## config.mk

```make
export PLATFORM = sky130hd
export DESIGN_NAME = lcd_timing_gen
export DESIGN_NICKNAME = d
export VERILOG_FILES = /design/src/rtl/lcd_timing_pkg.sv /design/src/rtl/lcd_timing_gen_mod_counter.sv /design/src/rtl/lcd_timing_gen.sv
export SDC_FILE = /design/constraint.sdc
export NUM_CORES = 1
export LEC_CHECK = 0
export CELL_PAD_IN_SITES_DETAIL_PLACEMENT = 1
export CELL_PAD_IN_SITES_GLOBAL_PLACEMENT = 2
export CORE_MARGIN = 2
export CORE_UTILIZATION = 30
export CTS_BUF_LIST = sky130_fd_sc_hd__clkbuf_4
export DETAILED_ROUTE_END_ITERATION = 8
export PLACE_DENSITY = 0.77
export SETUP_SLACK_MARGIN = 0.5
export SYNTH_ARGS = -nofsm -noshare
export SYNTH_HDL_FRONTEND = slang
export SYNTH_HIERARCHICAL = 1
export SYNTH_SLANG_ARGS = --single-unit
```

## constraint.sdc

```tcl
create_clock -name iClk -period 6.8 [get_ports iClk]
set_input_delay 1.36 -clock iClk [delete_from_list [all_inputs] [get_ports iClk]]
set_output_delay 1.36 -clock iClk [all_outputs]
set_load 0.01 [all_outputs]
```

## src/rtl/lcd_timing_pkg.sv

```systemverilog
// rtl/lcd_timing_pkg.sv - default LCD timing constants, derivations and FSM state encoding
//   Shared by lcd_timing_gen and its counter sub-module; no ports.
package lcd_timing_pkg;

  // Default 320x240 panel timing, in pixel ticks (horizontal) and lines (vertical).
  localparam int DEF_H_ACTIVE = 320;
  localparam int DEF_H_FP     = 10;
  localparam int DEF_H_SYNC   = 20;
  localparam int DEF_H_BP     = 20;
  localparam int DEF_V_ACTIVE = 240;
  localparam int DEF_V_FP     = 4;
  localparam int DEF_V_SYNC   = 2;
  localparam int DEF_V_BP     = 4;
  localparam int DEF_CW       = 10;

  // Period of one axis: active, front porch, sync, back porch in that order.
  function automatic int axis_total(input int active, input int fp, input int sync, input int bp);
    return active + fp + sync + bp;
  endfunction

  // First count inside the sync pulse.
  function automatic int sync_start(input int active, input int fp);
    return active + fp;
  endfunction

  // First count after the sync pulse.
  function automatic int sync_end(input int active, input int fp, input int sync);
    return active + fp + sync;
  endfunction

  localparam int DEF_H_TOTAL = axis_total(DEF_H_ACTIVE, DEF_H_FP, DEF_H_SYNC, DEF_H_BP);
  localparam int DEF_V_TOTAL = axis_total(DEF_V_ACTIVE, DEF_V_FP, DEF_V_SYNC, DEF_V_BP);

  typedef enum logic {
    ST_PARK = 1'b0,
    ST_RUN  = 1'b1
  } state_e;

endpackage

```

## src/rtl/lcd_timing_gen_mod_counter.sv

```systemverilog
// rtl/lcd_timing_gen_mod_counter.sv - modulo-MOD counter with park-at-MOD-1 clear
//   clk, rst_n      : clock, asynchronous active-low reset (count resets to MOD-1)
//   inc             : advance by one, wrapping MOD-1 -> 0
//   clear           : load MOD-1; overrides inc
//   count           : registered count
//   count_next      : value count takes at the next edge
//   wrap            : high in the cycle an inc wraps MOD-1 -> 0
module lcd_timing_gen_mod_counter
  import lcd_timing_pkg::*;
#(
  parameter int MOD = 8,
  parameter int W   = 10
) (
  input  logic         clk,
  input  logic         rst_n,
  input  logic         inc,
  input  logic         clear,
  output logic [W-1:0] count,
  output logic [W-1:0] count_next,
  output logic         wrap
);

  localparam logic [W-1:0] LAST = W'(MOD - 1);

  logic [W-1:0] count_q;
  logic [W-1:0] count_d;

  always_comb begin
    count_d = count_q;
    wrap    = 1'b0;
    if (clear) begin
      count_d = LAST;
    end else if (inc) begin
      if (count_q == LAST) begin
        count_d = '0;
        wrap    = 1'b1;
      end else begin
        count_d = count_q + 1'b1;
      end
    end
  end

  always_ff @(posedge clk or negedge rst_n) begin
    if (!rst_n) begin
      count_q <= LAST;
    end else begin
      count_q <= count_d;
    end
  end

  assign count      = count_q;
  assign count_next = count_d;

endmodule

```

## src/rtl/lcd_timing_gen.sv

```systemverilog
// rtl/lcd_timing_gen.sv - LCD horizontal/vertical timing generator driven by a pixel tick
//   iClk, iRst   : clock, asynchronous active-low reset
//   iEnable      : one-iClk pixel tick
//   iRun         : 1 = generate timing, 0 = park at (H_TOTAL-1, V_TOTAL-1)
//   oX, oY       : horizontal / vertical counters
//   oDe          : active-video flag
//   oHsync       : active-low horizontal sync
//   oVsync       : active-low vertical sync (whole lines)
//   oLineStart   : one-iClk pulse after the tick that made oX = 0
//   oFrameStart  : one-iClk pulse after the tick that made (oX, oY) = (0, 0)
module lcd_timing_gen
  import lcd_timing_pkg::*;
#(
  parameter int H_ACTIVE = DEF_H_ACTIVE,
  parameter int H_FP     = DEF_H_FP,
  parameter int H_SYNC   = DEF_H_SYNC,
  parameter int H_BP     = DEF_H_BP,
  parameter int V_ACTIVE = DEF_V_ACTIVE,
  parameter int V_FP     = DEF_V_FP,
  parameter int V_SYNC   = DEF_V_SYNC,
  parameter int V_BP     = DEF_V_BP,
  parameter int CW       = DEF_CW
) (
  input  logic          iClk,
  input  logic          iRst,
  input  logic          iEnable,
  input  logic          iRun,
  output logic [CW-1:0] oX,
  output logic [CW-1:0] oY,
  output logic          oDe,
  output logic          oHsync,
  output logic          oVsync,
  output logic          oLineStart,
  output logic          oFrameStart
);

  localparam int H_TOTAL = axis_total(H_ACTIVE, H_FP, H_SYNC, H_BP);
  localparam int V_TOTAL = axis_total(V_ACTIVE, V_FP, V_SYNC, V_BP);

  localparam logic [CW-1:0] H_ACT_C   = CW'(H_ACTIVE);
  localparam logic [CW-1:0] V_ACT_C   = CW'(V_ACTIVE);
  localparam logic [CW-1:0] H_SYNC_S  = CW'(sync_start(H_ACTIVE, H_FP));
  localparam logic [CW-1:0] H_SYNC_E  = CW'(sync_end(H_ACTIVE, H_FP, H_SYNC));
  localparam logic [CW-1:0] V_SYNC_S  = CW'(sync_start(V_ACTIVE, V_FP));
  localparam logic [CW-1:0] V_SYNC_E  = CW'(sync_end(V_ACTIVE, V_FP, V_SYNC));

  state_e state_q, state_d;

  logic          de_q, de_d;
  logic          hsync_q, hsync_d;
  logic          vsync_q, vsync_d;
  logic          line_start_q, line_start_d;
  logic          frame_start_q, frame_start_d;

  logic          cnt_clear;
  logic          h_inc;
  logic [CW-1:0] h_count, h_next;
  logic [CW-1:0] v_count, v_next;
  logic          h_wrap, v_wrap;

  // Dropping iRun parks both counters immediately, even on a tick edge.
  // In PARK the counters already sit at (H_TOTAL-1, V_TOTAL-1), so the
  // first tick with iRun high wraps both to (0,0) with no special case.
  assign cnt_clear = !iRun;
  assign h_inc     = iRun && iEnable;

  lcd_timing_gen_mod_counter #(
    .MOD (H_TOTAL),
    .W   (CW)
  ) u_hcnt (
    .clk        (iClk),
    .rst_n      (iRst),
    .inc        (h_inc),
    .clear      (cnt_clear),
    .count      (h_count),
    .count_next (h_next),
    .wrap       (h_wrap)
  );

  lcd_timing_gen_mod_counter #(
    .MOD (V_TOTAL),
    .W   (CW)
  ) u_vcnt (
    .clk        (iClk),
    .rst_n      (iRst),
    .inc        (h_wrap),
    .clear      (cnt_clear),
    .count      (v_count),
    .count_next (v_next),
    .wrap       (v_wrap)
  );

  always_comb begin
    state_d = state_q;
    if (!iRun) begin
      state_d = ST_PARK;
    end else if (iEnable) begin
      state_d = ST_RUN;
    end
  end

  // Outputs decode the counters' next values so they update on the same
  // edge as the counters themselves.
  always_comb begin
    de_d          = 1'b0;
    hsync_d       = 1'b1;
    vsync_d       = 1'b1;
    line_start_d  = 1'b0;
    frame_start_d = 1'b0;
    if (state_d == ST_RUN) begin
      de_d          = (h_next < H_ACT_C) && (v_next < V_ACT_C);
      hsync_d       = !((h_next >= H_SYNC_S) && (h_next < H_SYNC_E));
      vsync_d       = !((v_next >= V_SYNC_S) && (v_next < V_SYNC_E));
      line_start_d  = h_wrap;
      frame_start_d = h_wrap && v_wrap;
    end
  end

  always_ff @(posedge iClk or negedge iRst) begin
    if (!iRst) begin
      state_q       <= ST_PARK;
      de_q          <= 1'b0;
      hsync_q       <= 1'b1;
      vsync_q       <= 1'b1;
      line_start_q  <= 1'b0;
      frame_start_q <= 1'b0;
    end else begin
      state_q       <= state_d;
      de_q          <= de_d;
      hsync_q       <= hsync_d;
      vsync_q       <= vsync_d;
      line_start_q  <= line_start_d;
      frame_start_q <= frame_start_d;
    end
  end

  assign oX          = h_count;
  assign oY          = v_count;
  assign oDe         = de_q;
  assign oHsync      = hsync_q;
  assign oVsync      = vsync_q;
  assign oLineStart  = line_start_q;
  assign oFrameStart = frame_start_q;

endmodule
```

# After elaboration in Yosys (flattened, before gate mapping)
# Cells that the tools add are included.
[classes]
n_addsub = 2
eq_ne = 2
n_reduce_logical = 7
n_mux = 19
magnitude_cmp = 6
[ops]
columns = ["operator", "n"]
rows = [
  ["10-bit 2-to-1 mux", 6],
  ["10-bit by 1-bit adder with 10-bit output (second input constant)", 2],
  ["10-bit by 8-bit < comparator with 1-bit output (second input constant)", 2],
  ["10-bit by 9-bit < comparator with 1-bit output (second input constant)", 2],
  ["1-bit 2-to-1 mux", 13],
  ["10-bit by 8-bit == test with 1-bit output (second input constant)", 1],
  ["10-bit by 9-bit == test with 1-bit output (second input constant)", 1],
  ["10-bit by 8-bit greater-or-equal comparator with 1-bit output (second input constant)", 1],
  ["10-bit by 9-bit greater-or-equal comparator with 1-bit output (second input constant)", 1],
  ["1-bit logical AND", 5],
  ["1-bit logical NOT", 2],
]
[totals]
in_bits = 4
output_inout_bits = 25
wordCells = 44
regBits = 26

# Logic depth before layout (Yosys ltp)
# Gate-level depths: netlist of run 1.
[logic_depth]
ltp_word = 10
depth_mapped = 12
mapped_depth_nobuf = 11

# Hierarchy
# The synthesis of run 1 kept the hierarchy.
[modules_own_cells]
columns = ["mod", "n_inst", "seq_area_each_um2", "cells_each", "area_per_inst_um2"]
rows = [
  ["lcd_timing_gen_mod_counter (u_vcnt)", 1, 257.7, 60, 598.1],
  ["lcd_timing_gen_mod_counter (u_hcnt)", 1, 256.5, 55, 584.3],
  ["lcd_timing_gen", 1, 152.6, 25, 276.5],
]

# Worst setup path before layout of run 1
# Ideal clock, no wire load.
[synth_path]
kind = "input-to-reg"
start = "in iRun"
end = "reg de_q (netlist: oDe)"
cell_stages = 10
t_required_ps = 6665
arrival_time_ps = 3498
path_buffers = 1
setup_time_ps = 135
path_slack_ps = 3167
cell_sequence = "and2_2 > inv_1 > nor4_4 > nor2b_1 > buf_2 > nand2_1 > or4_1 > o211a_1 > nor3_1 > nor4_1"
[synth_between]
elab_chain_len = 8
elab_cells_between_ends = 12
cone_classes = "2 x order compare; 8 x mux; 2 x reduce/logical"
[synth_lines]
columns = ["item", "line_no", "source"]
rows = [
  ["start: declaration", "lcd_timing_gen.sv:27", "input logic iRun,"],
  ["1-bit logical AND", "lcd_timing_gen.sv:65", "assign h_inc = iRun && iEnable;"],
  ["1-bit 2-to-1 mux", "lcd_timing_gen_mod_counter.sv:33", "end else if (inc) begin"],
  ["1-bit 2-to-1 mux (*)", "lcd_timing_gen_mod_counter.sv:31", "if (clear) begin"],
  ["named net h_wrap", "lcd_timing_gen.sv:59", "logic h_wrap, v_wrap;"],
  ["10-bit 2-to-1 mux (*)", "lcd_timing_gen_mod_counter.sv:33", ""],
  ["10-bit 2-to-1 mux (*)", "lcd_timing_gen_mod_counter.sv:31", ""],
  ["named net v_next[9]", "lcd_timing_gen.sv:58", "logic [CW-1:0] v_count, v_next;"],
  ["10-bit by 8-bit < comparator with 1-bit output (*)", "lcd_timing_gen.sv:111", "de_d = (h_next < H_ACT_C) && (v_next < V_ACT_C);"],
  ["1-bit logical AND (*)", "lcd_timing_gen.sv:111", ""],
  ["1-bit 2-to-1 mux (*)", "lcd_timing_gen.sv:110", "if (state_d == ST_RUN) begin"],
  ["named net de_d", "lcd_timing_gen.sv:49", "logic de_q, de_d;"],
  ["end signal: assignment", "lcd_timing_gen.sv:122", "de_q <= 1'b0;"],
  ["end signal: assignment", "lcd_timing_gen.sv:129", "de_q <= de_d;"],
  ["end: declaration", "lcd_timing_gen.sv:49", ""],
]
# The timed path passes the listed nets; every way through them passes the cells marked *.

# Worst setup path in the final report of run 1
[layout_path]
start = "in iRun"
end = "reg de_q (netlist: oDe)"
[layout_between]
elab_chain_len = 8
elab_cells_between_ends = 12
cone_classes = "2 x order compare; 8 x mux; 2 x reduce/logical"
[layout_lines]
columns = ["item", "line_no", "source"]
rows = [
  ["1-bit logical AND", "lcd_timing_gen.sv:65", ""],
  ["named net h_inc", "lcd_timing_gen.sv:56", "logic h_inc;"],
  ["1-bit 2-to-1 mux", "lcd_timing_gen_mod_counter.sv:33", ""],
  ["1-bit 2-to-1 mux", "lcd_timing_gen_mod_counter.sv:31", ""],
  ["named net h_wrap", "lcd_timing_gen.sv:59", ""],
  ["10-bit 2-to-1 mux", "lcd_timing_gen_mod_counter.sv:33", ""],
  ["10-bit 2-to-1 mux", "lcd_timing_gen_mod_counter.sv:31", ""],
  ["named net v_next[4]", "lcd_timing_gen.sv:58", ""],
  ["10-bit by 8-bit < comparator with 1-bit output", "lcd_timing_gen.sv:111", ""],
  ["1-bit logical AND", "lcd_timing_gen.sv:111", ""],
  ["1-bit 2-to-1 mux", "lcd_timing_gen.sv:110", ""],
  ["named net de_d", "lcd_timing_gen.sv:49", ""],
]
# The timed path passes the listed nets, and every way through them passes these cells.

==> impl_metrics.env, run 1 <==
export IMPL_outcome="completed"
export IMPL_power_leakage_uw=0.0007158
export IMPL_die_h_um=73.74
export IMPL_crit_type="in -> reg"
export IMPL_remaining_drc_errors=0
export IMPL_clock_path_buffers=2
export IMPL_tightest_slew_ps=802.4
export IMPL_cts_root_buffer="clkbuf_4"
export IMPL_final_fill_count=526
export IMPL_synth_async_reset_ratio_pct=100.0
export IMPL_fin_ws_ps=2179
export IMPL_cp_data_arrival_time_ps=4830
export IMPL_setup_viol=0
export IMPL_core_sq_um=4692
export IMPL_cts_sinks=26
export IMPL_ys_flop_type="dfstp_2"
export IMPL_synth_seq_cells=26
export IMPL_row_count=25
export IMPL_whs_path_depth=2
export IMPL_start_kind="primary input"
export IMPL_slew_violations=0
export IMPL_cts_tree="done"
export IMPL_endpoint_kind="flop"
export IMPL_synth_edff_count=0
export IMPL_cp_required_ps=7010
export IMPL_ctsHtreeMaxLevel=1
export IMPL_hold_violations=0
export IMPL_portBuffers=28
export IMPL_grt_pass1_vias=1259
export IMPL_relSlewSlack_pct=45.12
export IMPL_worstHoldPathType="reg -> reg"
export IMPL_max_vdd_ir_drop_v=0.00005676
export IMPL_fp_dieW_um=73.74
export IMPL_synth_top_cell_by_area="dfstp_2"
export IMPL_vias_per_cell=5.309
export IMPL_syn_inst=140
export IMPL_place_gp_congestion=0.8457
export IMPL_syn_avg_cell_area_sq_um=10.42
export IMPL_pre_cts_ws_ps=1876
export IMPL_placed_cell_area_sq_um=1797
export IMPL_pwr_density_cell_nw_per_um2=174.2
export IMPL_ios=29
export IMPL_ys_seq_area_share_pct=45.71
export IMPL_place_hpwl_um=2906
export IMPL_final_area_sq_um=1827
export IMPL_die_area_sq_um=5437
export IMPL_nets=178
export IMPL_final_common_cell="clkdlybuf4s50_1"
export IMPL_min_period_over_period_pct=67.96
export IMPL_ctsResizeCount=0
export IMPL_rsz0062_at_grt="no"
export IMPL_syn_nets=148
export IMPL_final_cell_mix="clkdlybuf4s50_1, dfrtp_1, dfstp_2"
export IMPL_final_util_pct=38.93
export IMPL_antenna_cells=0
export IMPL_initial_core_util_pct=31.09
export IMPL_grt_max_degree=27
export IMPL_cp_cell_sequence="clkdlybuf4s50_1 > and2_2 > inv_1 > nor4_4 > nor2b_1 > nand2_1 > nor3_2 > o21ai_0 > nand4_1 > nor3_1 > nor4_1"
export IMPL_cap_violations=0
export IMPL_numCtsBuffers=3
export IMPL_wl_per_cell_um=16.91
export IMPL_grt_pass1_wl_um=6354
export IMPL_critPathMaxStageDelay_ps=640
export IMPL_syn_to_final_growth_pct=25.21
export IMPL_drt_iter0_drc=59
export IMPL_ctsHoldBuffers=0
export IMPL_synth_cell_types=43
export IMPL_syn_area_sq_um=1459
export IMPL_synth_area_leaders="dfstp_2, dfrtp_1, xor2_1"
export IMPL_overflow=0
export IMPL_final_min_clock_period_ps=4621
export IMPL_ant_nets=0
export IMPL_cpMaxStageDelayCell="nor2b_1"
export IMPL_finClkSkew_ps=6.065
export IMPL_fin_tns_setup_ps=0
export IMPL_via_count=1184
export IMPL_crit_fanout=10
export IMPL_grt_use_total_pct=15.24
export IMPL_clk_pin_slew_ps=130
export IMPL_layout_drive_gt1_share_pct=17.16
export IMPL_synth_top_cell_area_share_pct=23.41
export IMPL_first_pass_iters=4
export IMPL_yosysWarnings=6
export IMPL_clk_latency_ps=310
export IMPL_wirelength_um=3772
export IMPL_antenna_found_initial=0
export IMPL_reg2reg_depth=10
export IMPL_max_freq_ghz=0.2164
export IMPL_cts_setup_buffers=0
[power breakdown]
part           switching, uW  internal [uW]  total (uW)
clock                   41.9           26.9        68.8
sequential              12.2            167         179
combinational           38.2           32.5        70.7
total                   92.3            226         318
[final timing paths]
path                            startpoint              end  slack, ps
max in group asynchronous             iRst  u_hcnt/count[8]       5100
min                                state_q          state_q        580
min reg2reg                        state_q          state_q        580
min in group asynchronous             iRst  u_vcnt/count[9]       1400
max                                   iRun              oDe       2180
max reg2reg                u_hcnt/count[0]              oDe       2900
[through the flow]
stage	power [uW]	std cells	hold WS (ps)
2_1_floorplan	220.8	140	491.4
3_3_place_gp	250.8	219	573.7
3_5_place_dp	252.7	219	563.6
4_1_cts	323.6	223	593.9
5_1_grt	338.5	223	631.6
6_report	318.2	223	577.2
[flip-flops by register name, summed over array words and instances, names as in the netlist]
register	flops
oDe	1
oHsync	1
oVsync	1
oLineStart	1
u_vcnt/count	10
oFrameStart	1
state_q	1
u_hcnt/count	10
[cell families after synthesis]
family / after synthesis / share of synthesized area [%]
xor+xnor: 12 / 7.204
fa+ha+maj: 4 / 3.431
flops: 26 / 45.71
compound gates: 25 / 11.75
buf+inv: 11 / 3.001
simple gates: 62 / 28.90
[cells in the mapped netlist (3+ instances only)]
library cell,number
dfrtp_1,13
dfstp_2,13
ha_1,4
inv_1,6
nand2_1,10
nand3_1,4
nand4_1,7
nor2_1,6
nor3_1,9
nor4_1,3
o21ai_0,7
o21bai_1,4
or3_1,5
xnor2_1,5
xor2_1,7
[routing by layer]
layer / track usage [%] / routed length [um]
met5: 0 / 0
met4: 3.636 / 21
met3: 1.920 / 124
met2: 26.98 / 1930
met1: 19.59 / 1696
[critical path: cells and delay by family]
family          cells  cell delay (ps)
compound gates      1              230
simple gates        8             2610
buf+inv             2              620
[cell type report]
class	count	area, sq um	area share [%]
Clock buffer	4	30.03	1.644
Timing Repair Buffer	29	287.8	15.75
Multi-Input combinational cell	103	748.2	40.96
Inverter	7	26.28	1.438
Tap cell	54	67.56	3.699
Sequential cell	26	666.9	36.51
(Power assumes the default switching activity.)
==> run 2, diff against run 1 <==
--- a/config.mk
+++ b/config.mk
@@ -11,7 +11,7 @@
 export CORE_UTILIZATION = 30
 export CTS_BUF_LIST = sky130_fd_sc_hd__clkbuf_4
 export DETAILED_ROUTE_END_ITERATION = 8
-export PLACE_DENSITY = 0.77
+export PLACE_DENSITY = 0.8
 export SETUP_SLACK_MARGIN = 0.5
 export SYNTH_ARGS = -nofsm -noshare
 export SYNTH_HDL_FRONTEND = slang
==> constraint.sdc (replaced) <==
create_clock -name iClk -period 4.2 [get_ports iClk]
set_input_delay 0.84 -clock iClk [delete_from_list [all_inputs] [get_ports iClk]]
set_output_delay 0.84 -clock iClk [all_outputs]
set_load 0.01 [all_outputs]
==> impl_metrics.env, run 2 (same netlist as run 1, synthesis figures left out) <==
export IMPL_ff_latch_area_sq_um=666.9
export IMPL_final_area_sq_um=1846
export IMPL_remaining_drc_errors=0
export IMPL_cap_violations=0
export IMPL_ctsResizeCount=0
export IMPL_ios=29
export IMPL_overflow=0
export IMPL_final_cell_mix="clkdlybuf4s50_1, dfrtp_1, dfstp_2"
export IMPL_final_util_pct=39.33
export IMPL_fin_ws_ps=669.2
export IMPL_wirelength_um=3882
export IMPL_pre_cts_ws_ps=354.7
export IMPL_crit_type="in -> reg"
export IMPL_pwr_density_cell_nw_per_um2=279.3
export IMPL_final_fill_count=526
export IMPL_cts_setup_buffers=0
export IMPL_placed_cell_area_sq_um=1819
export IMPL_max_vdd_ir_drop_v=0.00009566
export IMPL_max_freq_ghz=0.2832
export IMPL_cts_sinks=26
export IMPL_fp_dieW_um=73.74
export IMPL_die_h_um=73.74
export IMPL_row_count=25
export IMPL_initial_core_util_pct=31.09
export IMPL_min_period_over_period_pct=84.07
export IMPL_numCtsBuffers=3
export IMPL_start_kind="primary input"
export IMPL_syn_to_final_growth_pct=26.50
export IMPL_power_leakage_uw=0.0007283
export IMPL_nets=181
export IMPL_layout_drive_gt1_share_pct=18.02
export IMPL_grt_pass1_vias=1350
export IMPL_slew_violations=0
export IMPL_ctsHoldBuffers=0
export IMPL_vias_per_cell=5.531
export IMPL_relSlewSlack_pct=26.98
export IMPL_wl_per_cell_um=17.18
export IMPL_clk_pin_slew_ps=140
export IMPL_setup_viol=0
export IMPL_crit_fanout=7
export IMPL_antenna_found_initial=0
export IMPL_drt_iter0_drc=37
export IMPL_outcome="completed"
export IMPL_finClkSkew_ps=2.154
export IMPL_cts_tree="done"
export IMPL_core_sq_um=4692
export IMPL_multi_input_area_sq_um=748.2
export IMPL_endpoint_kind="flop"
export IMPL_place_gp_congestion=0.8429
export IMPL_via_count=1250
export IMPL_ctsHtreeMaxLevel=1
export IMPL_rsz0062_at_grt="no"
export IMPL_tightest_slew_ps=1092
export IMPL_hold_violations=0
export IMPL_fin_tns_setup_ps=0
export IMPL_clock_path_buffers=2
export IMPL_cp_required_ps=4400
export IMPL_grt_max_degree=24
export IMPL_grt_use_total_pct=15.17
export IMPL_cts_root_buffer="clkbuf_4"
export IMPL_power_uw=515.4
export IMPL_portBuffers=28
export IMPL_place_hpwl_um=3002
export IMPL_die_area_sq_um=5437
export IMPL_final_common_cell="clkdlybuf4s50_1"
export IMPL_final_min_clock_period_ps=3531
export IMPL_first_pass_iters=4
export IMPL_worstHoldPathType="reg -> reg"
export IMPL_antenna_cells=0
export IMPL_ant_nets=0
export IMPL_clk_latency_ps=310
export IMPL_grt_pass1_wl_um=6465
export IMPL_cp_data_arrival_time_ps=3730
## run 2: changes by cell type in the layout (fill, tap and decap cells not counted)
| cell | delta |
|---|---|
| buf_4 | +3 |
| clkbuf_4 | -1 |
| clkinv_1 | +1 |
## run 2: metrics by stage
step,hold WS (ps),std cells
floorplan,491.4,140
global placement,554.4,222
detailed placement,550.9,222
CTS,583.7,226
global route,603.6,226
finish,566.0,226
## run 2: critical path, cell delays in order
cell and delay (ps):
clkdlybuf4s50_1 500, and2_2 210, inv_1 110, nor4_4 270
nor2b_1 360, nand2_1 260, o31a_1 330, a211oi_1 320
nand4_1 150, nor3_1 270, nor4_1 90
## run 2: where the power goes
group	switching, uW	internal, uW	total, uW
Sequential	19.8	270	289
Combinational	63.0	54.5	118
Clock	73.8	34.7	108
## run 2: metal layers
layer  share of wire [%]  vias up  routed length [um]  track usage (%)
met5                   0        -                   0                0
met4                 1.7        0                  65            3.434
met3                 2.9        6                 112            1.920
met2                  51       27                1988            27.68
met1                  44      635                1716            18.91
li1                    -      582                   -                -
## run 2: final timing paths
check                                start  slack (ps)              end  cells after the start
setup / recovery                      iRun         670              oDe                     11
hold / removal                     state_q         570          state_q                      2
setup reg to reg           u_hcnt/count[0]         890              oDe                     10
hold reg to reg                    state_q         570          state_q                      2
max in group asynchronous             iRst        2350  u_vcnt/count[0]                      2
min in group asynchronous             iRst        1100  u_vcnt/count[8]                      1
## run 2: final cells by class
| type | count | share of cell area [%] |
|---|---|---|
| sequential | 26 | 36.14 |
| timing repair buffer | 32 | 16.81 |
| clock inverter | 1 | 0.2034 |
| multi-input combinational | 103 | 40.54 |
| clock buffer | 3 | 1.220 |
| tap | 54 | 3.661 |
| inverter | 7 | 1.424 |
==> run 3, diff against run 2 <==
==> constraint.sdc (replaced) <==
create_clock -name iClk -period 3.2 [get_ports iClk]
set_input_delay 0.64 -clock iClk [delete_from_list [all_inputs] [get_ports iClk]]
set_output_delay 0.64 -clock iClk [all_outputs]
set_load 0.01 [all_outputs]
==> impl_metrics.env, run 3 (same netlist as run 1, synthesis figures left out) <==
export IMPL_tightest_slew_ps=683.4
export IMPL_overflow=0
export IMPL_pwr_density_cell_nw_per_um2=377.3
export IMPL_vias_per_cell=5.313
export IMPL_power_uw=796.0
export IMPL_antenna_cells=0
export IMPL_grt_max_degree=27
export IMPL_layout_drive_gt1_share_pct=32.28
export IMPL_ctsHtreeMaxLevel=1
export IMPL_cpMaxStageDelayCell="dfstp_2"
export IMPL_cts_tree="done"
export IMPL_cts_root_buffer="clkbuf_4"
export IMPL_clk_latency_ps=320
export IMPL_clk_pin_slew_ps=150
export IMPL_final_fill_count=522
export IMPL_syn_to_final_growth_pct=44.60
export IMPL_die_h_um=73.74
export IMPL_outcome="completed"
export IMPL_worstHoldPathType="reg -> reg"
export IMPL_clock_path_buffers=2
export IMPL_regToRegSetupSlack_ps=260
export IMPL_ant_nets=0
export IMPL_final_cell_mix="clkdlybuf4s50_1, buf_4, dfrtp_1, dfstp_2, nand2_1"
export IMPL_drt_iter0_drc=21
export IMPL_remaining_drc_errors=0
export IMPL_reg2reg_from="u_hcnt/count[0]"
export IMPL_max_freq_ghz=0.3401
export IMPL_crit_top_cell="buf_4"
export IMPL_holdCritStartpoint="state_q"
export IMPL_row_count=25
export IMPL_fp_dieW_um=73.74
export IMPL_placed_cells=229
export IMPL_place_hpwl_um=2986
export IMPL_place_gp_congestion=0.7987
export IMPL_via_count=1291
export IMPL_critPathMaxStageDelay_ps=560
export IMPL_nets=198
export IMPL_numCtsBuffers=3
export IMPL_reg2reg_to="oDe"
export IMPL_antenna_found_initial=0
export IMPL_rsz0062_at_grt="yes"
export IMPL_hold_violations=0
export IMPL_final_min_clock_period_ps=2940
export IMPL_cap_violations=0
export IMPL_whs_path_depth=2
export IMPL_cp_required_ps=3410
export IMPL_crit_type="reg -> reg"
export IMPL_min_period_over_period_pct=91.88
export IMPL_grt_use_total_pct=16.13
export IMPL_start_kind="flop"
export IMPL_max_vdd_ir_drop_v=0.0002215
export IMPL_die_area_sq_um=5437
export IMPL_reg2reg_depth=12
export IMPL_grt_pass1_vias=1380
export IMPL_whs_ps=605.4
export IMPL_crit_fanout=3
export IMPL_fin_tns_setup_ps=0
export IMPL_wirelength_um=4082
export IMPL_ctsHoldBuffers=0
export IMPL_final_common_cell="clkdlybuf4s50_1"
export IMPL_cp_data_arrival_time_ps=3150
export IMPL_finClkSkew_ps=3.046
export IMPL_first_pass_iters=4
export IMPL_core_sq_um=4692
export IMPL_ios=29
export IMPL_final_cell_count_no_fill=243
export IMPL_grt_pass1_wl_um=6762
export IMPL_slew_violations=0
export IMPL_setup_viol=0
export IMPL_wl_per_cell_um=16.80
export IMPL_endpoint_kind="flop"
export IMPL_relSlewSlack_pct=54.02
export IMPL_cts_sinks=26
export IMPL_whs_endpoint="state_q"
export IMPL_cp_cell_sequence="ha_1 > or4b_4 > nor4_4 > nor2b_4 > nand4_1 > buf_4 > or3_4 > a211oi_2 > buf_4 > nor2_1 > nand2_1 > nor4_2"
export IMPL_final_area_sq_um=2110
export IMPL_portBuffers=28
export IMPL_initial_core_util_pct=31.09
export IMPL_power_leakage_uw=0.0008538
export IMPL_placed_cell_area_sq_um=1901
## run 3: per-stage QoR
stage | setup WS [ps] | utilization (%)
finish | 259.9 | 44.96
global route | 115.9 | 44.96
CTS | 241.8 | 43.12
detailed placement | -71.25 | 40.51
global placement | 57.02 | 40.51
floorplan | 148.6 | -
## run 3: worst max path at each step
stage	startpoint	endpoint	slack [ps]	cells past startpoint
global placement	iRun	oDe	60	11
global route	u_hcnt/count[0]	oDe	120	11
finish	u_hcnt/count[0]	oDe	260	12
detailed placement	iRun	oDe	-70	11
CTS	u_hcnt/count[0]	oDe	240	12
floorplan	u_hcnt/count[0]	oDe	150	10
## run 3: report_power, final
part | leakage, uW | total (uW) | internal, uW | switching, uW
logic | 0.000509 | 188 | 91.7 | 96.3
clock network | 0.0000279 | 228 | 127 | 101
registers | 0.000316 | 380 | 354 | 26.1
## run 3: critical path: cells and delay by family (launching register included)
family / cells / cell delay [ps]
AOI/OAI and AO/OA: 1 / 230
adders and majority gates: 1 / 140
buffers and inverters: 2 / 360
DFF: 1 / 560
and+or+nand+nor: 8 / 1530
## run 3: what timing repair did
action	4_1_cts	5_1_grt
buffers inserted	7	3
endpoints found under the setup margin	8	6
gates resized for setup	4	11
pin swaps	7	9
## run 3: final cells by class
type | instances | area [sq um] | area share [%]
timing repair buffer | 49 | 441.7 | 20.94
sequential | 26 | 666.9 | 31.61
multi-input combinational | 103 | 854.6 | 40.51
clock buffer | 3 | 22.52 | 1.068
tap | 54 | 67.56 | 3.203
inverter | 7 | 26.28 | 1.246
clock inverter | 1 | 30.03 | 1.423
## run 3: layer usage
metal	track usage, %	routed length (um)
met1	19.54	1661
met2	29.27	2246
met3	2.058	129
met4	5.253	44
met5	0	0
